===== src/rtl/fltadd_seq.sv =====
// fltadd_seq: multi-cycle FP16 adder engine. Reads two half-precision
// operands from byte-wide data memory, adds them with truncation, writes
// the sum back and holds done until reset or the next accepted start.
//
// Handshake: start is a request sampled only while idle (IDLE or DONE);
// an accepted start clears done/err/ovf on the same edge. done is a level
// that stays high in DONE. Memory reads have one-cycle latency; writes
// commit at the rising edge while mem_wr_en is high. Reads and writes are
// never issued in the same cycle.
module fltadd_seq #(
    parameter int ADDR_W   = 8,
    parameter int OP1_ADDR = 8,
    parameter int OP2_ADDR = 10,
    parameter int RES_ADDR = 12
) (
    input  logic              clk,
    input  logic              reset,
    input  logic              start,
    output logic              done,
    output logic              busy,
    output logic              err,
    output logic              ovf,
    output logic [ADDR_W-1:0] mem_addr,
    output logic              mem_rd_en,
    input  logic [7:0]        mem_rdata,
    output logic              mem_wr_en,
    output logic [7:0]        mem_wdata,
    output logic [3:0]        state_dbg
);

    localparam logic [3:0] S_IDLE  = 4'd0;
    localparam logic [3:0] S_RD0   = 4'd1;
    localparam logic [3:0] S_RD1   = 4'd2;
    localparam logic [3:0] S_RD2   = 4'd3;
    localparam logic [3:0] S_RD3   = 4'd4;
    localparam logic [3:0] S_CAP   = 4'd5;
    localparam logic [3:0] S_PREP  = 4'd6;
    localparam logic [3:0] S_ALIGN = 4'd7;
    localparam logic [3:0] S_ADD   = 4'd8;
    localparam logic [3:0] S_NORM  = 4'd9;
    localparam logic [3:0] S_WR0   = 4'd10;
    localparam logic [3:0] S_WR1   = 4'd11;
    localparam logic [3:0] S_DONE  = 4'd12;

    logic [3:0]  state;
    logic [15:0] op1, op2, result;
    logic        sign_r, inf_r, zero_r;
    logic [4:0]  exp_a;
    logic [10:0] mant_a, mant_b;
    logic [3:0]  shift_cnt;
    logic [11:0] sum;

    // Operand unpack, ordering and shift distance used in PREP
    logic [4:0]  e1, e2, ea, eb, diff;
    logic [10:0] m1, m2, ma, mb;
    logic [3:0]  d;
    always_comb begin
        e1   = op1[14:10];
        e2   = op2[14:10];
        m1   = (e1 == 5'd0) ? 11'd0 : {1'b1, op1[9:0]};
        m2   = (e2 == 5'd0) ? 11'd0 : {1'b1, op2[9:0]};
        ea   = (e1 >= e2) ? e1 : e2;
        eb   = (e1 >= e2) ? e2 : e1;
        ma   = (e1 >= e2) ? m1 : m2;
        mb   = (e1 >= e2) ? m2 : m1;
        diff = ea - eb;
        d    = (diff > 5'd11) ? 4'd11 : diff[3:0];
    end

    // Normalisation of the 12-bit sum into the packed result
    logic [5:0]  exp_n;
    logic [9:0]  frac_n;
    logic [15:0] res_n;
    logic        ovf_n;
    always_comb begin
        exp_n  = sum[11] ? ({1'b0, exp_a} + 6'd1) : {1'b0, exp_a};
        frac_n = sum[11] ? sum[10:1] : sum[9:0];
        ovf_n  = 1'b0;
        if (inf_r || exp_n >= 6'd31) begin
            res_n = {sign_r, 5'h1F, 10'h000};
            ovf_n = 1'b1;
        end else if (zero_r) begin
            res_n = {sign_r, 15'h0000};
        end else begin
            res_n = {sign_r, exp_n[4:0], frac_n};
        end
    end

    // Sequencer state and datapath registers
    always_ff @(posedge clk) begin
        if (reset) begin
            state     <= S_IDLE;
            op1       <= '0;
            op2       <= '0;
            result    <= '0;
            sign_r    <= 1'b0;
            inf_r     <= 1'b0;
            zero_r    <= 1'b0;
            exp_a     <= '0;
            mant_a    <= '0;
            mant_b    <= '0;
            shift_cnt <= '0;
            sum       <= '0;
            err       <= 1'b0;
            ovf       <= 1'b0;
        end else begin
            case (state)
                S_IDLE, S_DONE: begin
                    if (start) begin
                        state <= S_RD0;
                        err   <= 1'b0;
                        ovf   <= 1'b0;
                    end
                end
                S_RD0: state <= S_RD1;
                S_RD1: begin op1[7:0]  <= mem_rdata; state <= S_RD2; end
                S_RD2: begin op1[15:8] <= mem_rdata; state <= S_RD3; end
                S_RD3: begin op2[7:0]  <= mem_rdata; state <= S_CAP; end
                S_CAP: begin op2[15:8] <= mem_rdata; state <= S_PREP; end
                S_PREP: begin
                    if (op1[15] != op2[15]) begin
                        err   <= 1'b1;
                        state <= S_DONE;
                    end else begin
                        sign_r    <= op1[15];
                        inf_r     <= (e1 == 5'h1F) || (e2 == 5'h1F);
                        zero_r    <= (m1 == 11'd0) && (m2 == 11'd0);
                        exp_a     <= ea;
                        mant_a    <= ma;
                        mant_b    <= mb;
                        shift_cnt <= d;
                        state     <= (d == 4'd0) ? S_ADD : S_ALIGN;
                    end
                end
                S_ALIGN: begin
                    mant_b    <= mant_b >> 1;
                    shift_cnt <= shift_cnt - 4'd1;
                    if (shift_cnt == 4'd1) state <= S_ADD;
                end
                S_ADD: begin
                    sum   <= {1'b0, mant_a} + {1'b0, mant_b};
                    state <= S_NORM;
                end
                S_NORM: begin
                    result <= res_n;
                    ovf    <= ovf_n;
                    state  <= S_WR0;
                end
                S_WR0:   state <= S_WR1;
                S_WR1:   state <= S_DONE;
                default: state <= S_IDLE;
            endcase
        end
    end

    // Memory strobes and status decoded from the current state
    always_comb begin
        mem_rd_en = 1'b0;
        mem_wr_en = 1'b0;
        mem_addr  = '0;
        mem_wdata = '0;
        case (state)
            S_RD0: begin mem_rd_en = 1'b1; mem_addr = ADDR_W'(OP1_ADDR);     end
            S_RD1: begin mem_rd_en = 1'b1; mem_addr = ADDR_W'(OP1_ADDR + 1); end
            S_RD2: begin mem_rd_en = 1'b1; mem_addr = ADDR_W'(OP2_ADDR);     end
            S_RD3: begin mem_rd_en = 1'b1; mem_addr = ADDR_W'(OP2_ADDR + 1); end
            S_WR0: begin
                mem_wr_en = 1'b1;
                mem_addr  = ADDR_W'(RES_ADDR);
                mem_wdata = result[7:0];
            end
            S_WR1: begin
                mem_wr_en = 1'b1;
                mem_addr  = ADDR_W'(RES_ADDR + 1);
                mem_wdata = result[15:8];
            end
            default: ;
        endcase
        done      = (state == S_DONE);
        busy      = (state != S_IDLE) && (state != S_DONE);
        state_dbg = state;
    end

endmodule


===== config.mk =====
export PLATFORM = sky130hd
export DESIGN_NAME = fltadd_seq
export DESIGN_NICKNAME = d
export VERILOG_FILES = /design/src/rtl/fltadd_seq.sv
export SDC_FILE = /design/constraint.sdc
export NUM_CORES = 1
export LEC_CHECK = 0
export ABC_CLOCK_PERIOD_IN_PS = 4460
export CAP_MARGIN = 20
export CORE_AREA = 2 2 138 140
export DETAILED_ROUTE_END_ITERATION = 8
export DIE_AREA = 0 0 140 142
export PLACE_DENSITY_LB_ADDON = 0.15
export REMOVE_ABC_BUFFERS = 1
export SLEW_MARGIN = 20
export SYNTH_ARGS = -nofsm -noshare
export SYNTH_HDL_FRONTEND = slang
export SYNTH_SLANG_ARGS = --single-unit

===== constraint.sdc =====
create_clock -name clk -period 4.46 [get_ports clk]
set_clock_uncertainty 0.15 [all_clocks]
set_input_delay 0.892 -clock clk [delete_from_list [all_inputs] [get_ports clk]]
set_output_delay 0.892 -clock clk [all_outputs]
set_load 0.005 [all_outputs]

==> results.cfg <==
[yosys]
synth_area_sq_um = 5420
yosys_warnings = 0
yosysTopAreaCell = dfxtp_1
postSynthCellCount = 693
synth-seq-cells = 100
synth_edf_count = 0
async_flop_share_pct = 0
syn_avg_cell_area_sq_um = 7.82
ys_types = 63
synth_common_cells = 100 x dfxtp_1, 96 x nand2_1, 81 x nor2_1
yosysMostFrequentCell = dfxtp_1
ys_seq_area_share_pct = 36.9
synth.top_cell.area_share_pct = 36.9
ys_top_cells_by_area = dfxtp_1 37%, nand2_1 6.6%, a21oi_1 6.2%
ys.flop_type = dfxtp_1

[pwr]
p_clk_share_pct = 44.7
power.density_nw_per_um2 = 303
intPower_w = 0.00140
power_switching_w = 0.000482
peakVddDrop_mv = 0.166
seqPwrFrac_pct = 48.4
switching_share_pct = 25.6
comb_power_share_pct = 6.9
p_leak_nw = 2.22

[cts]
root_buffer = clkbuf_16
cts.sinks = 100
htreeDepth = 3
cts.path.max_buffers = 2
cts_tree = yes
cts_buffers = 9
cts_setup_buffers = 0
ctsResizeCount = 0
clock_latency_ns = 0.36
path_clk_slew_ns = 0.07
cts_hold_buf = 0

[global_routing]
grt_pass1_vias = 4692
grt_overflow_total = 0
antenna_found_initial = 0
grt_first_pass_wirelength_mm = 25.3
grt_start_max_net_pins = 60
gr-usage-all-layers_pct = 16.0

[cells_and_area]
syn_to_final_growth_pct = 14.7
nFillCells = 1969
layout-drive-gt1-share_pct = 7.13
final_cell_area_sq_um = 6220
fin_nets = 732

[timing]
timing.final.hold_violations = 0
fin_crit_ns = 3.77
fmax_mhz = 265
fin_crit_sh_pct = 84.5
maxSlewHeadroom_pct = 30.1
setup-violations-final = 0
rsz0062_at_grt = no
tightest_slew_ns = 1.04
finalSetupTns_ns = 0
slew_viol_final = 0

[drt]
drc = 6
viasPerCell = 5.23
wl_per_cell_um = 16.5
wl_mm = 15.4
ant_nets = 0
dr.first_iter.drc_count = 307
first_pass_iters = 7
num_vias = 4897

[job]
maxCapViolCount = 0

[placed_design]
placed_area_sq_um = 5900
hpwl_mm = 11.5
finalWeightedCongestion = 0.847
portBuffers = 32

[floorplan]
dieArea_sq_um = 19900
die_h_um = 142
std_cell_rows = 50
die_x_um = 140
io_pins = 37
core-area_sq_um = 18500
start_util_pct = 29.4

[setup_path]
rrSetupSlack_ns = 0.69
critPathLaunch = op2[13]
startpoint_type = flip-flop
endpoint = state_dbg[2]
reg2reg_depth = 13
timing.rr.start = op2[13]
arrival_ns = 3.84
required_ns = 4.53
critPathCaptureType = flip-flop
r2r_end = state_dbg[2]
path_class = flip-flop to flip-flop
cp_max_fo = 8

[status]
outcome = finished with violations
violations = design-rule violations

[hold_path]
hp-class = flip-flop to flip-flop
==> sequential cells by signal (all words and copies together), names as in the netlist <==
| register | count |
|---|---|
| inf_r | 1 |
| exp_a | 5 |
| result | 16 |
| zero_r | 1 |
| sum | 12 |
| ovf | 1 |
| err | 1 |
| sign_r | 1 |
| mant_b | 11 |
| shift_cnt | 4 |
| op1 | 16 |
| state_dbg | 4 |
| op2 | 16 |
| mant_a | 11 |
==> worst min path at each step <==
stage	start	endpoint	slack (ns)	cells past startpoint
floorplan	sum[0]	sum[0]	0.28	2
global placement	result[15]	result[15]	0.30	2
detailed placement	sum[0]	sum[0]	0.30	2
CTS	sum[0]	sum[0]	0.31	2
global route	sum[0]	sum[0]	0.33	2
finish	sum[0]	sum[0]	0.31	2
==> worst max-delay path, cell delays in order, from the launching register on <==
cell and delay, ns:
dfxtp_1 0.41, inv_1 0.12, ha_1 0.40, a21oi_1 0.26
o21ai_1 0.16, a2111oi_0 0.45, a31oi_1 0.16, ha_1 0.23
inv_1 0.07, nand3_1 0.08, xor2_1 0.17, or3b_2 0.49
nor4_1 0.36, o41ai_2 0.11
==> through the flow <==
step                cells  total power [W]  setup WS (ns)  utilization [%]  hold WS, ns
CTS                   935          0.00191          0.696             33.7        0.313
global placement      919          0.00106          0.818             32.0        0.301
floorplan             644         0.000992           1.16                -        0.278
detailed placement    919          0.00106          0.741             32.0        0.302
finish                936          0.00188          0.691             33.7        0.308
global route          935          0.00196          0.460             33.7        0.327
==> cell families after synthesis <==
kind of cell / Yosys count / synth area share [%]
and+or+nand+nor: 279 / 23.3
other: 1 / 0.0692
AOI/OAI and AO/OA: 183 / 22.6
xor gates and xnor gates: 11 / 1.78
DFF: 100 / 36.9
muxes: 21 / 4.13
buffers and inverters: 73 / 5.36
adders and majority gates: 25 / 5.91
==> power groups by stage <==
stage / Clock, W / Sequential [W] / Combinational [W]
finish: 0.000841 / 0.000911 / 0.000130
global route: 0.000902 / 0.000912 / 0.000144
CTS: 0.000872 / 0.000910 / 0.000131
detailed placement: 0 / 0.000931 / 0.000131
global placement: 0 / 0.000931 / 0.000132
floorplan: 0 / 0.000931 / 0.0000615
==> cells in the final DEF, fill, tap and decap left out, drive strengths merged, types with 23 or more instances in the layout <==
| cell type | instances |
|---|---|
| nand2 | 96 |
| nor2 | 81 |
| inv | 25 |
| a221oi | 23 |
| a21oi | 67 |
| clkdlybuf4s50 | 31 |
| nand3 | 28 |
| o21ai | 27 |
| nor3 | 33 |
| ha | 24 |
| dfxtp | 100 |
==> layout make-up <==
| type | count | area (sq um) | share of cell area [%] |
|---|---|---|---|
| Antenna cell | 1 | 2.50 | 0.0402 |
| Clock buffer | 9 | 225 | 3.62 |
| Clock inverter | 7 | 92.6 | 1.49 |
| Inverter | 21 | 78.8 | 1.27 |
| Multi-Input combinational cell | 523 | 3140 | 50.5 |
| Sequential cell | 100 | 2000 | 32.2 |
| Tap cell | 234 | 293 | 4.71 |
| Timing Repair Buffer | 41 | 383 | 6.16 |
==> layer usage <==
metal / GRT usage, % / part of all wire, % / wire, um
met1: 22.4 / 49 / 7630
met2: 25.7 / 46 / 7020
met3: 2.93 / 3.9 / 596
met4: 3.83 / 1.1 / 173
met5: 0 / 0 / 0
(Power assumes the default switching activity.)
